$ cat src/rtl/vdp_port_ctrl.sv
// vdp_port_ctrl: CPU-side sequencer for VDP ports $BE (data) and $BF (control/status).
// Handles the two-byte control latch, the address/code register, the read-ahead buffer
// and VRAM/CRAM/register writes. VRAM accesses go through one active op plus one
// pending slot.
// Optional feature: define VDP_GG_CRAM_EN for the Game Gear 12-bit palette (even/odd byte pairing).
module vdp_port_ctrl #(
    parameter int unsigned VRAM_AW  = 14,
    parameter int unsigned NUM_REGS = 11
) (
    input  logic               clk,
    input  logic               reset,
    input  logic               io_wr,
    input  logic               io_rd,
    input  logic               io_sel_ctrl,
    input  logic [7:0]         io_wrdata,
    output logic [7:0]         io_rddata,
    input  logic [7:0]         stat_in,
    output logic               stat_rd_ack,
    output logic               reg_wren,
    output logic [3:0]         reg_idx,
    output logic [7:0]         reg_data,
    output logic               vram_req,
    output logic               vram_we,
    output logic [VRAM_AW-1:0] vram_addr,
    output logic [7:0]         vram_wrdata,
    input  logic               vram_ack,
    input  logic [7:0]         vram_rddata,
    output logic               cram_wren,
    output logic [4:0]         cram_addr,
    output logic [15:0]        cram_wrdata,
    output logic               overrun
);

    typedef enum logic [0:0] {IDLE = 1'b0, REQ = 1'b1} state_t;

    state_t             state_q, state_d;
    logic [VRAM_AW-1:0] addr_q;
    logic [1:0]         code_q;
    logic               latch_q;
    logic [7:0]         buffer_q;
    logic               pend_valid_q;
    logic               pend_we_q;
    logic [VRAM_AW-1:0] pend_addr_q;
    logic [7:0]         pend_data_q;
`ifdef VDP_GG_CRAM_EN
    logic [7:0]         gg_even_q;
`endif

    logic               wr_ctrl, wr_data, rd_ctrl, rd_data, ack_c;
    logic [VRAM_AW-1:0] hi_addr_c;
    logic               push_c, push_we_c;
    logic [VRAM_AW-1:0] push_addr_c;
    logic [7:0]         push_data_c;
    logic               load_act_c, act_from_pend_c, load_pend_c, clr_pend_c, drop_c;

    // Strobe decode; a write strobe masks a simultaneous read strobe
    assign wr_ctrl   = io_wr & io_sel_ctrl;
    assign wr_data   = io_wr & ~io_sel_ctrl;
    assign rd_ctrl   = io_rd & ~io_wr & io_sel_ctrl;
    assign rd_data   = io_rd & ~io_wr & ~io_sel_ctrl;
    assign ack_c     = (state_q == REQ) & vram_ack;
    assign hi_addr_c = {io_wrdata[VRAM_AW-9:0], addr_q[7:0]};

    // Decode the VRAM op (if any) the current port access wants to queue
    always_comb begin
        push_c      = 1'b0;
        push_we_c   = 1'b0;
        push_addr_c = addr_q;
        push_data_c = io_wrdata;
        if (wr_ctrl && latch_q && io_wrdata[7:6] == 2'd0) begin
            push_c      = 1'b1;
            push_addr_c = hi_addr_c;
        end else if (wr_data && code_q != 2'd3) begin
            push_c    = 1'b1;
            push_we_c = 1'b1;
        end else if (rd_data) begin
            push_c = 1'b1;
        end
    end

    // Route a queued op into the active slot, the pending slot, or drop it
    always_comb begin
        load_act_c      = 1'b0;
        act_from_pend_c = 1'b0;
        load_pend_c     = 1'b0;
        clr_pend_c      = 1'b0;
        drop_c          = 1'b0;
        if (state_q == IDLE) begin
            load_act_c = push_c;
        end else if (ack_c) begin
            if (pend_valid_q) begin
                act_from_pend_c = 1'b1;
                load_pend_c     = push_c;
                clr_pend_c      = ~push_c;
            end else begin
                load_act_c = push_c;
            end
        end else if (push_c) begin
            drop_c      = pend_valid_q;
            load_pend_c = ~pend_valid_q;
        end
    end

    // FSM state register
    always_ff @(posedge clk or posedge reset) begin
        if (reset) state_q <= IDLE;
        else       state_q <= state_d;
    end

    // FSM next state: stay in REQ while any op remains after the ack
    always_comb begin
        state_d = state_q;
        case (state_q)
            IDLE: if (push_c) state_d = REQ;
            REQ:  if (ack_c && !pend_valid_q && !push_c) state_d = IDLE;
            default: state_d = IDLE;
        endcase
    end

    // FSM output: request is exactly the REQ state bit
    always_comb begin
        vram_req = (state_q == REQ);
    end

    // Port-side registers, op slots, buffer and output pulses
    always_ff @(posedge clk or posedge reset) begin
        if (reset) begin
            addr_q       <= '0;
            code_q       <= 2'd0;
            latch_q      <= 1'b0;
            buffer_q     <= 8'h00;
            pend_valid_q <= 1'b0;
            pend_we_q    <= 1'b0;
            pend_addr_q  <= '0;
            pend_data_q  <= 8'h00;
            io_rddata    <= 8'h00;
            stat_rd_ack  <= 1'b0;
            reg_wren     <= 1'b0;
            reg_idx      <= 4'h0;
            reg_data     <= 8'h00;
            vram_we      <= 1'b0;
            vram_addr    <= '0;
            vram_wrdata  <= 8'h00;
            cram_wren    <= 1'b0;
            cram_addr    <= 5'h00;
            cram_wrdata  <= 16'h0000;
            overrun      <= 1'b0;
`ifdef VDP_GG_CRAM_EN
            gg_even_q    <= 8'h00;
`endif
        end else begin
            reg_wren    <= 1'b0;
            cram_wren   <= 1'b0;
            stat_rd_ack <= 1'b0;
            if (drop_c) overrun <= 1'b1;

            if (load_act_c) begin
                vram_we     <= push_we_c;
                vram_addr   <= push_addr_c;
                vram_wrdata <= push_data_c;
            end else if (act_from_pend_c) begin
                vram_we     <= pend_we_q;
                vram_addr   <= pend_addr_q;
                vram_wrdata <= pend_data_q;
            end

            if (load_pend_c) begin
                pend_valid_q <= 1'b1;
                pend_we_q    <= push_we_c;
                pend_addr_q  <= push_addr_c;
                pend_data_q  <= push_data_c;
            end else if (clr_pend_c) begin
                pend_valid_q <= 1'b0;
            end

            if (ack_c && !vram_we) buffer_q <= vram_rddata;

            if (wr_ctrl) begin
                if (!latch_q) begin
                    addr_q[7:0] <= io_wrdata;
                    latch_q     <= 1'b1;
                end else begin
                    code_q  <= io_wrdata[7:6];
                    latch_q <= 1'b0;
                    if (io_wrdata[7:6] == 2'd0) addr_q <= hi_addr_c + VRAM_AW'(1);
                    else                        addr_q <= hi_addr_c;
                    if (io_wrdata[7:6] == 2'd2 && 32'(io_wrdata[3:0]) < NUM_REGS) begin
                        reg_wren <= 1'b1;
                        reg_idx  <= io_wrdata[3:0];
                        reg_data <= addr_q[7:0];
                    end
                end
            end else if (wr_data) begin
                latch_q  <= 1'b0;
                buffer_q <= io_wrdata;
                addr_q   <= addr_q + VRAM_AW'(1);
                if (code_q == 2'd3) begin
`ifdef VDP_GG_CRAM_EN
                    if (!addr_q[0]) begin
                        gg_even_q <= io_wrdata;
                    end else begin
                        cram_wren   <= 1'b1;
                        cram_addr   <= addr_q[5:1];
                        cram_wrdata <= {4'h0, io_wrdata[3:0], gg_even_q};
                    end
`else
                    cram_wren   <= 1'b1;
                    cram_addr   <= addr_q[4:0];
                    cram_wrdata <= {8'h00, 2'b00, io_wrdata[5:0]};
`endif
                end
            end else if (rd_ctrl) begin
                latch_q     <= 1'b0;
                io_rddata   <= stat_in;
                stat_rd_ack <= 1'b1;
            end else if (rd_data) begin
                latch_q   <= 1'b0;
                io_rddata <= buffer_q;
                addr_q    <= addr_q + VRAM_AW'(1);
            end
        end
    end

endmodule

$ cat config.mk
export PLATFORM = sky130hd
export DESIGN_NAME = vdp_port_ctrl
export DESIGN_NICKNAME = d
export VERILOG_FILES = /design/src/rtl/vdp_port_ctrl.sv
export SDC_FILE = /design/constraint.sdc
export NUM_CORES = 1
export LEC_CHECK = 0
export CORE_MARGIN = 10
export CORE_UTILIZATION = 40
export DETAILED_ROUTE_END_ITERATION = 10
export MAX_ROUTING_LAYER = met4
export PLACE_DENSITY_LB_ADDON = 0.2
export SYNTH_ARGS = -nofsm -noshare
export SYNTH_HDL_FRONTEND = slang
export SYNTH_SLANG_ARGS = --single-unit
$ cat constraint.sdc
create_clock -name clk -period 4.1 [get_ports clk]
set_input_delay 0.615 -clock clk [delete_from_list [all_inputs] [get_ports clk]]
set_output_delay 0.615 -clock clk [all_outputs]
set_load 0.01 [all_outputs]
After elaboration in Yosys (flattened, before gate mapping)
Cells that the tools add are included.

Register bits after elaboration: 108. Bits of input ports: 30. Output and inout port bits: 69.

Equal/unequal tests: 6. Add/sub/neg operators: 2. Reduce and logical (&&, ||, !) cells: 22. Multiplexer cells: 59. Bitwise logic cells: 13. $lt $le $gt $ge: 1.

Operators with widths (number): 14-bit two-way mux (8); 8-bit two-way mux (8); 1-bit two-way mux (41); 14-bit by 1-bit adder with 14-bit output (second input constant) (2); 3-bit AND reduction (5); 1-bit logical AND (7); 1-bit NOT (7); 1-bit AND (6); 6-bit two-way mux (1); 2-bit nonzero test (3); 2-bit equality test (second input constant) (2); 4-bit < comparator (second input constant) (1); 2-bit inequality test (second input constant) (2); 4-bit nonzero test (1); 1-bit zero test (3); 3-bit by 2-bit inequality test with 1-bit output (second input constant) (1); 3-bit inequality test (second input constant) (1); 3-bit nonzero test (1); 2-bit zero test (1); 1-bit case mux with 2 select lines (1); 2-bit AND reduction (1).

Longest topological paths before layout
Gate-level depths: netlist (run 1).

Depth in word-level cells: 12. Depth in mapped cells: 9. Gate-level depth less buffers: 6.

Worst setup path before layout (run 1)
OpenSTA, ideal clock, no wires.

Path kind: in2reg. Start point: input port io_wrdata[1]. End point: register reg_data[2]. Required time: 3.972 ns. Stages on the path: 6. Setup slack: 2.084 ns. Path buffers: 2. Arrival: 1.888 ns. Path through: buf_2 nand2_1 nand2b_1 a2111oi_4 buf_6 mux2_1.

Cells in the longest elaborated chain, start to end: 3.

RTL lines: start: declaration (RTL line 15) `input logic [7:0] io_wrdata,`; 4-bit < comparator (RTL line 187) `if (io_wrdata[7:6] == 2'd2 && 32'(io_wrdata[3:0]) < NUM_REGS) begin`; 1-bit logical AND (RTL line 187); 3-bit AND reduction (no source line); end signal: assignment (RTL line 190) `reg_data <= addr_q[7:0];`; end: declaration (RTL line 21) `output logic [7:0] reg_data,`.

No other way between the ends. A chain may end at the register's enable or synchronous reset.

Worst setup path after layout (run 1)
Start point: input port io_wr. End point: register reg_idx[1].

Cells in the longest elaborated chain, start to end: 2.

RTL lines: start: declaration (RTL line 12) `input logic io_wr,`; 1-bit AND (RTL line 57) `assign wr_ctrl = io_wr & io_sel_ctrl;`; 3-bit AND reduction (no source line); end signal: assignment (RTL line 189) `reg_idx <= io_wrdata[3:0];`; end: declaration (RTL line 20) `output logic [3:0] reg_idx,`.

No other way between the ends.

==> results of run 1 <==
## through the flow
stage | setup WS [ps] | cell area (um^2) | hold slack (ps)
after floorplan | 639 | 5160 | 476
after global placement | 1170 | 6100 | 451
after detailed placement | 1100 | 6100 | 465
after CTS | 1480 | 6410 | 481
after global routing | 1340 | 6410 | 491
final | 1490 | 6410 | 480
## logic make-up after synthesis
kind of cell | Yosys count | share of synthesized area
simple gates | 120 | 0.115
compound gates | 116 | 0.163
flops | 108 | 0.527
mux | 60 | 0.126
buf+inv | 52 | 0.0559
xor+xnor | 5 | 0.00855
fa+ha+maj | 1 | 0.00244
other cells | 1 | 0.000732
## critical path: stages
cell and delay (ps):
clkdlybuf4s50_1 770, nand3_2 270, a2111oi_4 760, mux2_2 410
## synthesized netlist by cell type, types with 2 or more instances
cell type    n  area, um^2
a21o_1      15         113
dfrtp_1    108        2700
mux2_1      16         180
nor2_2       2        12.5
nor2b_1      3        18.8
xor2_1       3        26.3
nor2_1      30         113
a211oi_1     2        15.0
buf_6        2        22.5
o221ai_1     2        17.5
and3_1       5        31.3
mux2i_1     22         220
buf_2       16        80.1
a221o_1     10         100
inv_1        9        33.8
nand2_1     40         150
o21ai_0     36         180
nand2b_1     4        25.0
a31oi_1      3        18.8
nor4_1       2        12.5
nand3_1     15        75.1
nor3_1       8        40.0
mux2_2      22         248
a22o_1      13         114
buf_4       15         113
clkbuf_1    10        37.5
xnor2_1      2        17.5
a21oi_1     23         115
## flip-flops by register name, summed over array words and instances (netlist names), 2 cells and up
signal,cells
reg_data,8
buffer_q,8
io_rddata,8
pend_addr_q,14
vram_addr,14
cram_wrdata,6
pend_data_q,8
code_q,2
reg_idx,4
cram_addr,5
vram_wrdata,8
addr_q,14
## power groups by stage
stage | registers (mW) | logic, mW | clock network [mW]
after floorplan | 1.76 | 0.652 | 0
after global placement | 1.76 | 1.27 | 0
after detailed placement | 1.77 | 1.29 | 0
after CTS | 1.76 | 1.30 | 0.924
after global routing | 1.81 | 1.38 | 0.971
final | 1.75 | 1.27 | 0.904
## worst paths after layout
| check | slack (ps) | endpoint | startpoint | cells after the start |
|---|---|---|---|---|
| worst max register to register | 2080 | reg_idx[1]$_DFFE_PP0P_ | latch_q$_DFFE_PP0P_ | 3 |
| worst max-delay path | 1490 | reg_idx[1]$_DFFE_PP0P_ | io_wr | 4 |
| worst min-delay path | 480 | io_rddata[5]$_DFFE_PP0P_ | io_rddata[5]$_DFFE_PP0P_ | 2 |
| worst min register to register | 480 | io_rddata[5]$_DFFE_PP0P_ | io_rddata[5]$_DFFE_PP0P_ | 2 |
| max in group asynchronous | 2460 | io_rddata[0]$_DFFE_PP0P_ | reset | 3 |
| min in group asynchronous | 850 | reg_wren$_DFF_PP0_ | reset | 2 |
## metal layers
layer | global-route usage | vias up
met4 | 0.0508 | 0
met2 | 0.231 | 103
met5 | - | -
li1 | - | 1793
met3 | 0.0380 | 12
met1 | 0.185 | 1834
## cell type report
type / instances / area [um^2] / area share
Sequential cell: 108 / 2700 / 0.422
Multi-Input combinational cell: 312 / 2170 / 0.339
Timing Repair Buffer: 100 / 971 / 0.152
Clock buffer: 11 / 253 / 0.0395
Tap cell: 172 / 215 / 0.0336
Clock inverter: 5 / 57.6 / 0.00898
Inverter: 9 / 36.3 / 0.00566
==> impl_metrics.json, run 1 <==
{
  "die-width_um": 133,
  "skew_ps": 6.91,
  "fill_cells": 1141,
  "crit_required_ps": 4340,
  "die_h_um": 133,
  "clockPowerShare": 0.231,
  "relSlewSlack": 0.305,
  "synthToLayoutAreaGrowth_pct": 25.0,
  "route.met3.wl_um": 559,
  "core_um2": 12600,
  "ir_worst_vdd_mv": 0.333,
  "drtPass1Iterations": 4,
  "cts_setup_buffers": 0,
  "first_iter_violations": 254,
  "fin_crit_ps": 2610,
  "yosys_warnings": 0,
  "hpwl_um": 9010,
  "seq_power_share": 0.446,
  "clk_pin_slew_ps": 70,
  "worstMarginPinSlew_ps": 1040,
  "wirelength_um": 12800,
  "cts_tree": "built",
  "worstSetupEndpointType": "flop",
  "final_common_cell": "dfrtp_1",
  "cts-root-buf": "clkbuf_16",
  "drv_cap": 0,
  "post_drt_wl_per_cell_um": 17.9,
  "synth_cell_types": 53,
  "powerDensity_nw_per_um2": 612,
  "clockBufferDepth": 2,
  "grt_overflow_total": 0,
  "p_sw_mw": 1.24,
  "drv_slew": 0,
  "cts_hold_buf": 0,
  "power_mw": 3.92,
  "min_period_over_period": 0.636,
  "cts-resized-gates": 0,
  "p_leak_nw": 2.90,
  "remaining_drc_errors": 0,
  "final_util": 0.510,
  "synthArstFlopShare": 1.00,
  "min_path_type": "flop to flop",
  "synth_area_um2": 5120,
  "clkSinkCount": 108,
  "setup_tns_ps": 0,
  "cts-htree-levels": 3,
  "diodes": 0,
  "antenna_found_initial": 0,
  "start_kind": "input pin",
  "start_util": 0.408,
  "finalHoldViolations": 0,
  "avgSynthCellArea_um2": 11.1,
  "finalSetupViolations": 0,
  "insertion_delay_ps": 350,
  "path_max_fanout": 13,
  "synth_cells": 463,
  "status": "completed",
  "dp.cells": 701,
  "die_area_um2": 17700,
  "rsz0062_at_grt": "no",
  "ys_seq_area_frac": 0.527,
  "grt_pass1_vias": 3824,
  "cts_buffers": 9,
  "met1Wirelength_um": 5910,
  "grt_max_degree": 84,
  "grt_pass1_wl_um": 20600,
  "p_int_mw": 2.68,
  "port-buffer-count": 88,
  "drtAntennaViolNets": 0,
  "sw_frac_of_total": 0.316,
  "drive_gt1_frac": 0.121,
  "nets": 571,
  "final_cell_mix": "dfrtp_1 (108), clkdlybuf4s50_1 (88), nand2_1 (40), o21ai_0 (36), nor2_1 (29)",
  "final_cells": 717,
  "p_comb_frac": 0.323,
  "synth_edf_count": 0,
  "placementRows": 41,
  "arrival_ps": 2850,
  "top_layer_used": "met4",
  "ys_ff_latch": 108,
  "num_vias": 3742,
  "crit_type": "input pin to flop",
  "vias_per_cell": 5.22,
  "fmax_mhz": 383,
  "track_usage": 0.149,
  "io_pins": 99,
  "gp_congestion": 0.873,
  "synthFlopType": "dfrtp_1",
  "wl_met2_um": 6160
}
No activity file was read; power rests on OpenSTA's default activity.
==> inputs of run 2 (changes only) <==
==> constraint.sdc (replaced) <==
create_clock -name clk -period 2.3 [get_ports clk]
set_input_delay 0.345 -clock clk [delete_from_list [all_inputs] [get_ports clk]]
set_output_delay 0.345 -clock clk [all_outputs]
set_load 0.01 [all_outputs]
==> run 2 against run 1 <==
Against the previous run: register-to-register slack got worse by 1800 ps; critical path depth increased by 2; combinational power increased by 87%; design area increased by 4.3%; first-iteration DRC count decreased by 2.8%; clock skew about the same.
==> impl_metrics.json, run 2 (synthesized netlist as in run 1, its figures left out) <==
{
  "crit_type": "flop to flop",
  "fill_cells": 1125,
  "status": "completed",
  "cts_setup_buffers": 0,
  "setup_tns_ps": 0,
  "first_iter_violations": 247,
  "cts_buffers": 9,
  "io_pins": 99,
  "clkSinkCount": 108,
  "remaining_drc_errors": 0,
  "grt_max_degree": 58,
  "fin_crit_ps": 1980,
  "cts-htree-levels": 3,
  "die_h_um": 133,
  "cts-resized-gates": 0,
  "p_leak_nw": 3.04,
  "die_area_um2": 17700,
  "arrival_ps": 2220,
  "finalSetupViolations": 0,
  "diodes": 0,
  "drv_cap": 0,
  "cts-root-buf": "clkbuf_16",
  "worstMarginPinSlew_ps": 518,
  "grt_pass1_vias": 4089,
  "wirelength_um": 13800,
  "worstSetupEndpointType": "flop",
  "clk_pin_slew_ps": 70,
  "cts_hold_buf": 0,
  "cts_tree": "built",
  "antenna_found_initial": 0,
  "nets": 594,
  "start_kind": "flop",
  "dp_slack_ps": 57.3,
  "min_path_type": "input pin to asynchronous set/reset pin",
  "path_max_fanout": 7,
  "reg_top3": "addr_q: 14 flops, pend_addr_q: 14 flops, vram_addr: 14 flops",
  "rr_worst_depth": 6,
  "min_period_over_period": 0.862,
  "fmax_mhz": 504,
  "drtAntennaViolNets": 0,
  "final_cell_mix": "dfrtp_1 (108), clkdlybuf4s50_1 (88), nand2_1 (40), o21ai_0 (36)",
  "drtPass1Iterations": 4,
  "synthToLayoutAreaGrowth_pct": 30.4,
  "post_drt_wl_per_cell_um": 18.6,
  "rrSetupSlack_ps": 320,
  "die-width_um": 133,
  "track_usage": 0.163,
  "drv_slew": 0,
  "skew_ps": 7.09,
  "core_um2": 12600,
  "placementRows": 41,
  "gp_congestion": 0.870,
  "relSlewSlack": 0.653,
  "port-buffer-count": 88,
  "r2r_start": "addr_q[0]$_DFFE_PP0P_",
  "grt_overflow_total": 0,
  "drive_gt1_frac": 0.157,
  "finalHoldViolations": 0,
  "setup_ws_ps": 317,
  "vias_per_cell": 5.23,
  "r2r-end": "addr_q[8]$_DFFE_PP0P_",
  "clockBufferDepth": 2,
  "hpwl_um": 10000,
  "ir_worst_vdd_mv": 0.704,
  "num_vias": 3870,
  "powerDensity_nw_per_um2": 1080,
  "start_util": 0.408,
  "rsz0062_at_grt": "no",
  "insertion_delay_ps": 360,
  "final_common_cell": "dfrtp_1",
  "crit_required_ps": 2540,
  "grt_pass1_wl_um": 22600
}
[run 2: cell types whose count changed in the layout (fill, tap and decap cells not counted), sizes merged]
cell,previous run,this run
inv,11,8
bufinv,1,2
clkinv,2,1
clkinvlp,0,3
buf,12,35
[run 2: cell type report]
class                           count  area (um^2)  area share
Clock buffer                       11          253      0.0378
Clock inverter                      5         83.8      0.0125
Inverter                            9         37.5     0.00562
Multi-Input combinational cell    312         2170       0.325
Sequential cell                   108         2700       0.404
Tap cell                          172          215      0.0322
Timing Repair Buffer              123         1220       0.182
[run 2: worst max path at each step]
| stage | startpoint | to | slack (ps) | cells past startpoint |
|---|---|---|---|---|
| 2_1_floorplan | addr_q[1]$_DFFE_PP0P_ | addr_q[8]$_DFFE_PP0P_ | 530 | 6 |
| 3_5_place_dp | io_wr | vram_addr[2]$_DFFE_PP0P_ | 60 | 8 |
| 3_3_place_gp | io_wr | vram_addr[13]$_DFFE_PP0P_ | 70 | 7 |
| 5_1_grt | addr_q[0]$_DFFE_PP0P_ | addr_q[8]$_DFFE_PP0P_ | 200 | 6 |
| 4_1_cts | addr_q[0]$_DFFE_PP0P_ | addr_q[8]$_DFFE_PP0P_ | 310 | 6 |
| 6_report | addr_q[0]$_DFFE_PP0P_ | addr_q[8]$_DFFE_PP0P_ | 320 | 6 |
[run 2: worst max-delay path: stages, from the launching register on]
cell and delay [ps]:
dfrtp_1 460, ha_1 300, nand2_1 100, or3_4 420, or3_1 350, a31oi_1 170, a21oi_1 60
[run 2: stage by stage]
stage,hold slack [ps],cell area [um^2],std cells,utilization,power (mW)
after floorplan,453,5160,472,-,4.30
after global placement,446,6340,724,0.505,5.48
after detailed placement,466,6340,724,0.505,5.56
after CTS,343,6680,740,0.532,7.29
after global routing,348,6680,740,0.532,7.66
final,333,6680,740,0.532,7.21
[run 2: where the power goes]
| group | internal (mW) | switching (mW) |
|---|---|---|
| logic | 1.36 | 1.01 |
| registers | 2.59 | 0.527 |
| clock network | 1.02 | 0.715 |
| total | 4.96 | 2.25 |
[run 2: metal layers]
layer	GRT usage	up-vias	share of wire
li1	-	1836	-
met1	0.196	1923	0.43
met2	0.268	93	0.51
met3	0.0342	18	0.045
met4	0.0574	0	0.017
met5	-	-	0
